--- src/rtl/uart_apb_host_pkg.sv ---
`default_nettype none
// ============================================================================
// Package : uart_apb_host_pkg
// Brief   : UART register map, CTRL/STATUS bit positions, CTRL command values
//           and sequencer state encoding shared by the uart_apb_host files.
// Rev     : 1.0
// ============================================================================
package uart_apb_host_pkg;

    localparam logic [31:0] C_REG_CTRL    = 32'h0000_0000;
    localparam logic [31:0] C_REG_STATUS  = 32'h0000_0004;
    localparam logic [31:0] C_REG_TX_DATA = 32'h0000_0008;
    localparam logic [31:0] C_REG_RX_DATA = 32'h0000_000C;

    localparam int C_CTRL_TX_EN  = 0;
    localparam int C_CTRL_TX_RST = 1;
    localparam int C_CTRL_RX_EN  = 2;
    localparam int C_CTRL_RX_RST = 3;

    localparam int C_ST_TX_BUSY  = 0;
    localparam int C_ST_TX_DONE  = 1;
    localparam int C_ST_RX_BUSY  = 2;
    localparam int C_ST_RX_DONE  = 3;
    localparam int C_ST_RX_ERR   = 4;

    localparam logic [31:0] C_CTRL_INIT_RST = 32'h0000_000A;
    localparam logic [31:0] C_CTRL_RUN      = 32'h0000_0005;
    localparam logic [31:0] C_CTRL_ERR_RST  = 32'h0000_0009;

    typedef enum logic [2:0] {
        S_INIT_RST = 3'd0,
        S_INIT_EN  = 3'd1,
        S_GAP      = 3'd2,
        S_POLL     = 3'd3,
        S_RD_RX    = 3'd4,
        S_WR_TX    = 3'd5,
        S_ERR_RST  = 3'd6,
        S_ERR_EN   = 3'd7
    } state_e;

endpackage
`default_nettype wire

--- src/rtl/uart_apb_host_xfer.sv ---
`default_nettype none
// ============================================================================
// Module : uart_apb_host_xfer
// Brief  : Single APB master transfer engine: SETUP, ACCESS until PREADY,
//          abort after TIMEOUT ACCESS cycles. done_o/timeout_o mark the edge.
// Rev    : 1.0
// ============================================================================
module uart_apb_host_xfer #(
    parameter int TIMEOUT = 16
) (
    input  logic        clk_i,
    input  logic        rst_i,
    input  logic        start_i,
    input  logic [31:0] addr_i,
    input  logic        write_i,
    input  logic [31:0] wdata_i,
    input  logic        pready_i,
    input  logic [31:0] prdata_i,
    output logic        psel_o,
    output logic        penable_o,
    output logic        pwrite_o,
    output logic [31:0] paddr_o,
    output logic [31:0] pwdata_o,
    output logic        done_o,
    output logic [31:0] rdata_o,
    output logic        timeout_o
);

    localparam int TW = (TIMEOUT > 1) ? $clog2(TIMEOUT) : 1;

    logic          psel_q;
    logic          penable_q;
    logic          pwrite_q;
    logic [31:0]   paddr_q;
    logic [31:0]   pwdata_q;
    logic [TW-1:0] tcnt_q;

    assign done_o    = psel_q && penable_q && pready_i;
    assign timeout_o = psel_q && penable_q && !pready_i && (tcnt_q == TW'(TIMEOUT - 1));
    assign rdata_o   = prdata_i;

    always_ff @(posedge clk_i) begin
        if (rst_i) begin
            psel_q    <= 1'b0;
            penable_q <= 1'b0;
            pwrite_q  <= 1'b0;
            paddr_q   <= '0;
            pwdata_q  <= '0;
            tcnt_q    <= '0;
        end else if (!psel_q) begin
            // Address/data are latched here so they stay fixed for the transfer.
            if (start_i) begin
                psel_q   <= 1'b1;
                pwrite_q <= write_i;
                paddr_q  <= addr_i;
                pwdata_q <= wdata_i;
                tcnt_q   <= '0;
            end
        end else if (!penable_q) begin
            penable_q <= 1'b1;
        end else if (done_o || timeout_o) begin
            psel_q    <= 1'b0;
            penable_q <= 1'b0;
        end else begin
            tcnt_q <= tcnt_q + 1'b1;
        end
    end

    assign psel_o    = psel_q;
    assign penable_o = penable_q;
    assign pwrite_o  = pwrite_q;
    assign paddr_o   = paddr_q;
    assign pwdata_o  = pwdata_q;

endmodule
`default_nettype wire

--- src/rtl/uart_apb_host.sv ---
`default_nettype none
// ============================================================================
// Module : uart_apb_host
// Brief  : APB sequencer that brings up the UART, polls STATUS and moves TX/RX
//          bytes. Define UART_APB_HOST_ERRCNT_EN to add the err_count output.
// Rev    : 1.0
// ============================================================================
module uart_apb_host
    import uart_apb_host_pkg::*;
#(
    parameter logic [31:0] ADDR_BASE = 32'h0000_0000,
    parameter int          POLL_GAP  = 4,
    parameter int          TIMEOUT   = 16
) (
    input  logic        PCLK,
    input  logic        PRESET,
    output logic        PSEL,
    output logic        PENABLE,
    output logic        PWRITE,
    output logic [31:0] PADDR,
    output logic [31:0] PWDATA,
    input  logic [31:0] PRDATA,
    input  logic        PREADY,
    input  logic        tx_valid,
    input  logic [7:0]  tx_byte,
    output logic        tx_ready,
    output logic        rx_valid,
    output logic [7:0]  rx_byte,
    output logic        rx_err,
    output logic        bus_err,
    output logic        init_done
`ifdef UART_APB_HOST_ERRCNT_EN
    ,
    output logic [7:0]  err_count
`endif
);

    // With no gap the sequencer returns straight to POLL after every transfer.
    localparam state_e S_AFTER_XFER = (POLL_GAP == 0) ? S_POLL : S_GAP;

    state_e      state_q, state_d;
    logic        issued_q, issued_d;
    logic [15:0] gap_q, gap_d;
    logic        init_done_q, init_done_d;
    logic [7:0]  rx_byte_q, rx_byte_d;
    logic        rx_valid_q, rx_valid_d;
    logic        tx_ready_q, tx_ready_d;
    logic        rx_err_q, rx_err_d;
    logic        bus_err_q, bus_err_d;

    logic        w_start;
    logic [31:0] w_addr;
    logic        w_write;
    logic [31:0] w_wdata;
    logic        w_done;
    logic        w_timeout;
    logic [31:0] w_rdata;
    logic        w_unused_rdata;

    assign w_unused_rdata = ^w_rdata[31:8];

    uart_apb_host_xfer #(
        .TIMEOUT (TIMEOUT)
    ) u_xfer (
        .clk_i     (PCLK),
        .rst_i     (PRESET),
        .start_i   (w_start),
        .addr_i    (w_addr),
        .write_i   (w_write),
        .wdata_i   (w_wdata),
        .pready_i  (PREADY),
        .prdata_i  (PRDATA),
        .psel_o    (PSEL),
        .penable_o (PENABLE),
        .pwrite_o  (PWRITE),
        .paddr_o   (PADDR),
        .pwdata_o  (PWDATA),
        .done_o    (w_done),
        .rdata_o   (w_rdata),
        .timeout_o (w_timeout)
    );

    always_comb begin
        state_d     = state_q;
        issued_d    = issued_q;
        gap_d       = gap_q;
        init_done_d = init_done_q;
        rx_byte_d   = rx_byte_q;
        rx_valid_d  = 1'b0;
        tx_ready_d  = 1'b0;
        rx_err_d    = 1'b0;
        bus_err_d   = 1'b0;
        w_start     = 1'b0;
        w_addr      = ADDR_BASE + C_REG_STATUS;
        w_write     = 1'b0;
        w_wdata     = 32'h0;

        case (state_q)
            S_INIT_RST: begin w_addr = ADDR_BASE + C_REG_CTRL;    w_write = 1'b1; w_wdata = C_CTRL_INIT_RST; end
            S_INIT_EN:  begin w_addr = ADDR_BASE + C_REG_CTRL;    w_write = 1'b1; w_wdata = C_CTRL_RUN;      end
            S_RD_RX:    begin w_addr = ADDR_BASE + C_REG_RX_DATA; end
            S_WR_TX:    begin w_addr = ADDR_BASE + C_REG_TX_DATA; w_write = 1'b1; w_wdata = {24'b0, tx_byte}; end
            S_ERR_RST:  begin w_addr = ADDR_BASE + C_REG_CTRL;    w_write = 1'b1; w_wdata = C_CTRL_ERR_RST;  end
            S_ERR_EN:   begin w_addr = ADDR_BASE + C_REG_CTRL;    w_write = 1'b1; w_wdata = C_CTRL_RUN;      end
            default:    ;
        endcase

        if (state_q == S_GAP) begin
            if (gap_q == 16'(POLL_GAP - 1)) begin
                gap_d   = 16'd0;
                state_d = S_POLL;
            end else begin
                gap_d = gap_q + 16'd1;
            end
        end else if (!issued_q) begin
            // The first cycle of each transfer state is the mandatory idle bus cycle.
            if (state_q == S_WR_TX && !tx_valid) begin
                state_d = S_AFTER_XFER;
            end else begin
                w_start  = 1'b1;
                issued_d = 1'b1;
            end
        end else if (w_timeout) begin
            issued_d  = 1'b0;
            bus_err_d = 1'b1;
            state_d   = (state_q == S_INIT_RST || state_q == S_INIT_EN) ? S_INIT_RST : S_AFTER_XFER;
        end else if (w_done) begin
            issued_d = 1'b0;
            case (state_q)
                S_INIT_RST: state_d = S_INIT_EN;
                S_INIT_EN: begin
                    init_done_d = 1'b1;
                    state_d     = S_AFTER_XFER;
                end
                S_POLL: begin
                    if (w_rdata[C_ST_RX_ERR]) begin
                        rx_err_d = 1'b1;
                        state_d  = S_ERR_RST;
                    end else if (w_rdata[C_ST_RX_DONE]) begin
                        state_d = S_RD_RX;
                    end else if (tx_valid && !w_rdata[C_ST_TX_BUSY]) begin
                        state_d = S_WR_TX;
                    end else begin
                        state_d = S_AFTER_XFER;
                    end
                end
                S_RD_RX: begin
                    rx_byte_d  = w_rdata[7:0];
                    rx_valid_d = 1'b1;
                    state_d    = S_AFTER_XFER;
                end
                S_WR_TX: begin
                    tx_ready_d = 1'b1;
                    state_d    = S_AFTER_XFER;
                end
                S_ERR_RST: state_d = S_ERR_EN;
                S_ERR_EN:  state_d = S_AFTER_XFER;
                default:   ;
            endcase
        end
    end

    always_ff @(posedge PCLK) begin
        if (PRESET) begin
            state_q     <= S_INIT_RST;
            issued_q    <= 1'b0;
            gap_q       <= 16'd0;
            init_done_q <= 1'b0;
            rx_byte_q   <= 8'h00;
            rx_valid_q  <= 1'b0;
            tx_ready_q  <= 1'b0;
            rx_err_q    <= 1'b0;
            bus_err_q   <= 1'b0;
        end else begin
            state_q     <= state_d;
            issued_q    <= issued_d;
            gap_q       <= gap_d;
            init_done_q <= init_done_d;
            rx_byte_q   <= rx_byte_d;
            rx_valid_q  <= rx_valid_d;
            tx_ready_q  <= tx_ready_d;
            rx_err_q    <= rx_err_d;
            bus_err_q   <= bus_err_d;
        end
    end

    assign tx_ready  = tx_ready_q;
    assign rx_valid  = rx_valid_q;
    assign rx_byte   = rx_byte_q;
    assign rx_err    = rx_err_q;
    assign bus_err   = bus_err_q;
    assign init_done = init_done_q;

`ifdef UART_APB_HOST_ERRCNT_EN
    logic [7:0] err_count_q;

    always_ff @(posedge PCLK) begin
        if (PRESET) begin
            err_count_q <= 8'h00;
        end else if ((rx_err_q || bus_err_q) && err_count_q != 8'hFF) begin
            err_count_q <= err_count_q + 8'd1;
        end
    end

    assign err_count = err_count_q;
`endif

endmodule
`default_nettype wire

--- config.mk ---
export PLATFORM = sky130hd
export DESIGN_NAME = uart_apb_host
export DESIGN_NICKNAME = d
export VERILOG_FILES = /design/src/rtl/uart_apb_host_pkg.sv /design/src/rtl/uart_apb_host_xfer.sv /design/src/rtl/uart_apb_host.sv
export SDC_FILE = /design/constraint.sdc
export NUM_CORES = 1
export LEC_CHECK = 0
export ABC_AREA = 1
export CORE_UTILIZATION = 42
export DETAILED_ROUTE_END_ITERATION = 10
export GPL_ROUTABILITY_DRIVEN = 1
export PLACE_DENSITY = 0.9
export SETUP_SLACK_MARGIN = 0.3
export SLEW_MARGIN = 10
export SYNTH_ARGS = -nofsm -noshare
export SYNTH_HDL_FRONTEND = slang
export SYNTH_SLANG_ARGS = --single-unit
--- constraint.sdc ---
create_clock -name PCLK -period 1.8 [get_ports PCLK]
set_input_delay 0.36 -clock PCLK [delete_from_list [all_inputs] [get_ports PCLK]]
set_output_delay 0.36 -clock PCLK [all_outputs]
set_load 0.02 [all_outputs]
==> flow_metrics.py <==
metrics = {
    "worst_setup_path": {
        "slowest_stage": "dfxtp_2",
        "endpoint_kind": "register",
        "cp.arrival_ns": 1.67,
        "cpMostUsedCell": "nand2_1",
        "startpoint_type": "register",
        "critPathMaxStageDelay_ns": 0.45,
        "cp_cell_sequence": "inv_1 > buf_4 > o21ai_0 > nand2_1 > nand2_1 > nand2_1 > nor2_1 > nor2_1",
        "cp_max_fo": 8,
        "crit_type": "reg2reg",
        "cp.required_ns": 2.01,
    },
    "final_layout": {
        "layout.cells.non_filler": 542,
        "areaGrowthSynthToFinish_pct": 21.91,
        "final_layout_size_suffix_gt1_share_pct": 13.33,
        "fin_nets": 510,
        "num-fill-cells": 584,
        "fin_area_um2": 3453,
        "num_antenna_cells": 0,
    },
    "timing": {
        "slew_violations": 0,
        "whs_ns": 0.4561,
        "setup_viol": 0,
        "rsz0062_at_grt": "yes",
        "hold_violations": 0,
        "fin_crit_sh_pct": 81.32,
        "fmax_ghz": 0.6832,
        "setup-tns-final_ns": 0,
        "finClkSkew_ns": 0.01202,
        "fin_crit_ns": 1.464,
    },
    "place": {
        "port_buffers": 45,
        "placed_area_um2": 3217,
        "placedCellCount": 529,
        "hpwl_mm": 4.409,
        "gp_congestion": 0.9203,
    },
    "clocking": {
        "cts_tree": "done",
        "worstSkewPairLatency_ns": 0.31,
        "cts_sinks": 50,
        "cts_max_path_buffers": 2,
        "ctsRootBufferMaster": "clkbuf_8",
        "numCtsBuffers": 5,
        "cts-htree-levels": 2,
        "clkTransAtPathRegs_ns": 0.10,
    },
    "yosys": {
        "syn_inst": 406,
        "synth-main-ff-cell": "dfxtp_1",
        "ys_types": 31,
        "synth_xor_area_share_pct": 3.401,
        "yosys_register_bits": 50,
        "synthMuxAreaShare_pct": 0,
        "synth-compound-area-share_pct": 9.143,
        "synth-adder-area-share_pct": 0.8834,
        "seq_area_frac_synth_pct": 35.34,
        "synth_warnings": 0,
        "synth_area_um2": 2833,
        "synth_simple_gate_area_share_pct": 31.14,
        "avgSynthCellArea_um2": 6.977,
        "synth_top_family_by_area": "simple AND/OR/NAND/NOR gates",
        "synth_edf_count": 0,
        "synthArstFlopShare_pct": 0,
    },
    "power_and_ir_drop": {
        "pwr-share-seq_pct": 37.6,
        "combPwrFrac_pct": 43.4,
        "ir_drop_mv": 0.3827,
        "p_int_mw": 2.234,
        "p_sw_share_pct": 42.03,
        "p_total_mw": 3.854,
        "p_leak_nw": 1.588,
        "p_switching_mw": 1.620,
        "p_clk_share_pct": 19.0,
        "power.density_nw_per_um2": 1116,
    },
    "worst_hold_path": {
        "worstHoldPathType": "reg2reg",
    },
    "grt": {
        "met1_usage_pct": 19.95,
        "top_usage_layer": "met2",
        "grt_pass1_vias": 2402,
        "grt_usage_pct": 17.66,
        "use_met3_pct": 4.055,
        "gr-usage-met2_pct": 32.19,
        "grt_overflow": 0,
        "antenna_found_initial": 0,
        "grt_max_degree": 22,
        "grt_pass1_wl_mm": 10.31,
    },
    "floorplanning": {
        "start_util_pct": 44.11,
        "die_x_um": 84.13,
        "rows": 29,
        "pin_count": 124,
        "dieArea_um2": 7077,
        "coreArea_um2": 6422,
        "die_h_um": 84.13,
    },
    "detailed_routing": {
        "vias": 2644,
        "drtAntennaViolNets": 0,
        "routed_via_density": 4.878,
        "drt-initial-drc-count": 141,
        "wl_mm": 6.381,
        "dr.pass1.iters": 8,
        "routedWlPerCell_um": 11.77,
        "remaining_drc_errors": 24,
    },
    "status": {
        "status": "finished with violations",
        "violations": "DRC",
    },
    "run": {
        "drv_cap": 0,
    },
}
==> sequential cells by signal, summed over array words and instances, names as in the netlist <==
signal and cells:
u_xfer.tcnt_q 4, u_xfer.pwrite_o 1, issued_q 1, init_done 1
tx_ready 1, bus_err 1, u_xfer.psel_o 1, u_xfer.paddr_o 2
rx_byte 8, state_q 3, gap_q 16, u_xfer.pwdata_o 8
rx_err 1, u_xfer.penable_o 1, rx_valid 1
==> critical path, delay by kind of cell, from the launching register on <==
| kind | cells | cell delay, ns |
|---|---|---|
| AO/OA/AOI/OAI | 1 | 0.22 |
| flip-flops | 1 | 0.45 |
| AND/OR/NAND/NOR | 5 | 0.45 |
| buffers and inverters | 2 | 0.23 |
==> synthesized netlist by cell type (2+ instances only) <==
cell type  instances  area (um^2)
buf_4             56        420.4
nor3_1             2        10.01
inv_1             24        90.09
clkbuf_1           4        15.01
nand2_1           89        334.1
buf_6              2        22.52
nand3_1           44        220.2
o21ai_0            8        40.04
ha_1               2        25.02
nor2_1            58        217.7
nand4_1            3        18.77
xor2_1            10        87.58
nor2_4             3        33.78
a21oi_1           32        160.2
dfxtp_1           50         1001
inv_2              2        7.510
o21bai_1           2        15.01
nand2_2            2        12.51
==> per-stage QoR <==
| step | setup WS (ns) | util [%] |
|---|---|---|
| floorplan | 0.3216 | - |
| global placement | 0.03179 | 50.09 |
| detailed placement | -0.04180 | 50.09 |
| CTS | 0.3062 | 51.86 |
| global route | 0.2315 | 53.77 |
| finish | 0.3363 | 53.77 |
==> final timing paths <==
kind,slack [ns],endpoint,cells past startpoint,from
min,0.46,init_done,2,init_done
max reg2reg,0.34,state_q[0],8,state_q[2]
min reg2reg,0.46,init_done,2,init_done
max,0.34,state_q[0],8,state_q[2]
==> power by group through the flow <==
stage               clock, mW  sequential, mW  combinational [mW]
floorplan                   0            1.45                1.16
global placement            0            1.41                1.51
detailed placement          0            1.42                1.54
CTS                     0.740            1.41                1.54
global route            0.788            1.47                1.83
finish                  0.734            1.45                1.67
==> cell families after synthesis <==
kind of cell	count (synthesis)
XOR/XNOR	11
AND/OR/NAND/NOR	205
flip-flops	50
adder cells (fa/ha/maj)	2
AO/OA/AOI/OAI	47
buffers and inverters	90
other	1
==> layer usage <==
layer / share of wire, % / vias up
met2: 51 / 92
met3: 5.0 / 18
li1: - / 1307
met4: 2.6 / 0
met1: 41 / 1227
met5: 0 / -
==> cell usage in the layout (no fill, tap or decap), drive strengths merged <==
cell type | synthesis | layout
ha | 2 | 2
a21oi | 32 | 32
o31ai | 2 | 2
a22oi | 1 | 1
clkbuf | 4 | 7
conb | 1 | 54
clkinv | 1 | 1
nand2 | 92 | 92
dfxtp | 50 | 50
nand3 | 44 | 44
a22o | 1 | 1
nor2 | 61 | 61
a21o | 1 | 1
o21bai | 2 | 2
xor2 | 10 | 10
nand4 | 3 | 3
clkdlybuf4s50 | 0 | 19
nor3b | 1 | 1
inv | 26 | 27
xnor2 | 1 | 1
nor3 | 3 | 3
buf | 59 | 16
dlygate4sd2 | 0 | 26
o21ai | 8 | 8
and2 | 1 | 1
==> what timing repair did <==
item / CTS / global route
buffers inserted: 1 / 4
hold buffers: 0 / 0
setup endpoints to repair: 55 / 30
gates resized for setup: 42 / 25
pin swaps: 2 / 5
==> area by class of cell <==
cell class | count | area [um^2] | share of cell area (%)
flip-flops and latches | 50 | 1021 | 29.57
well taps | 77 | 96.34 | 2.790
clock buffers | 7 | 96.34 | 2.790
clock inverters | 1 | 8.758 | 0.2536
repair buffers | 61 | 554.3 | 16.05
inverters | 27 | 103.9 | 3.007
multi-input cells | 319 | 1573 | 45.54
Note: power is estimated with default switching activity, not from simulation.
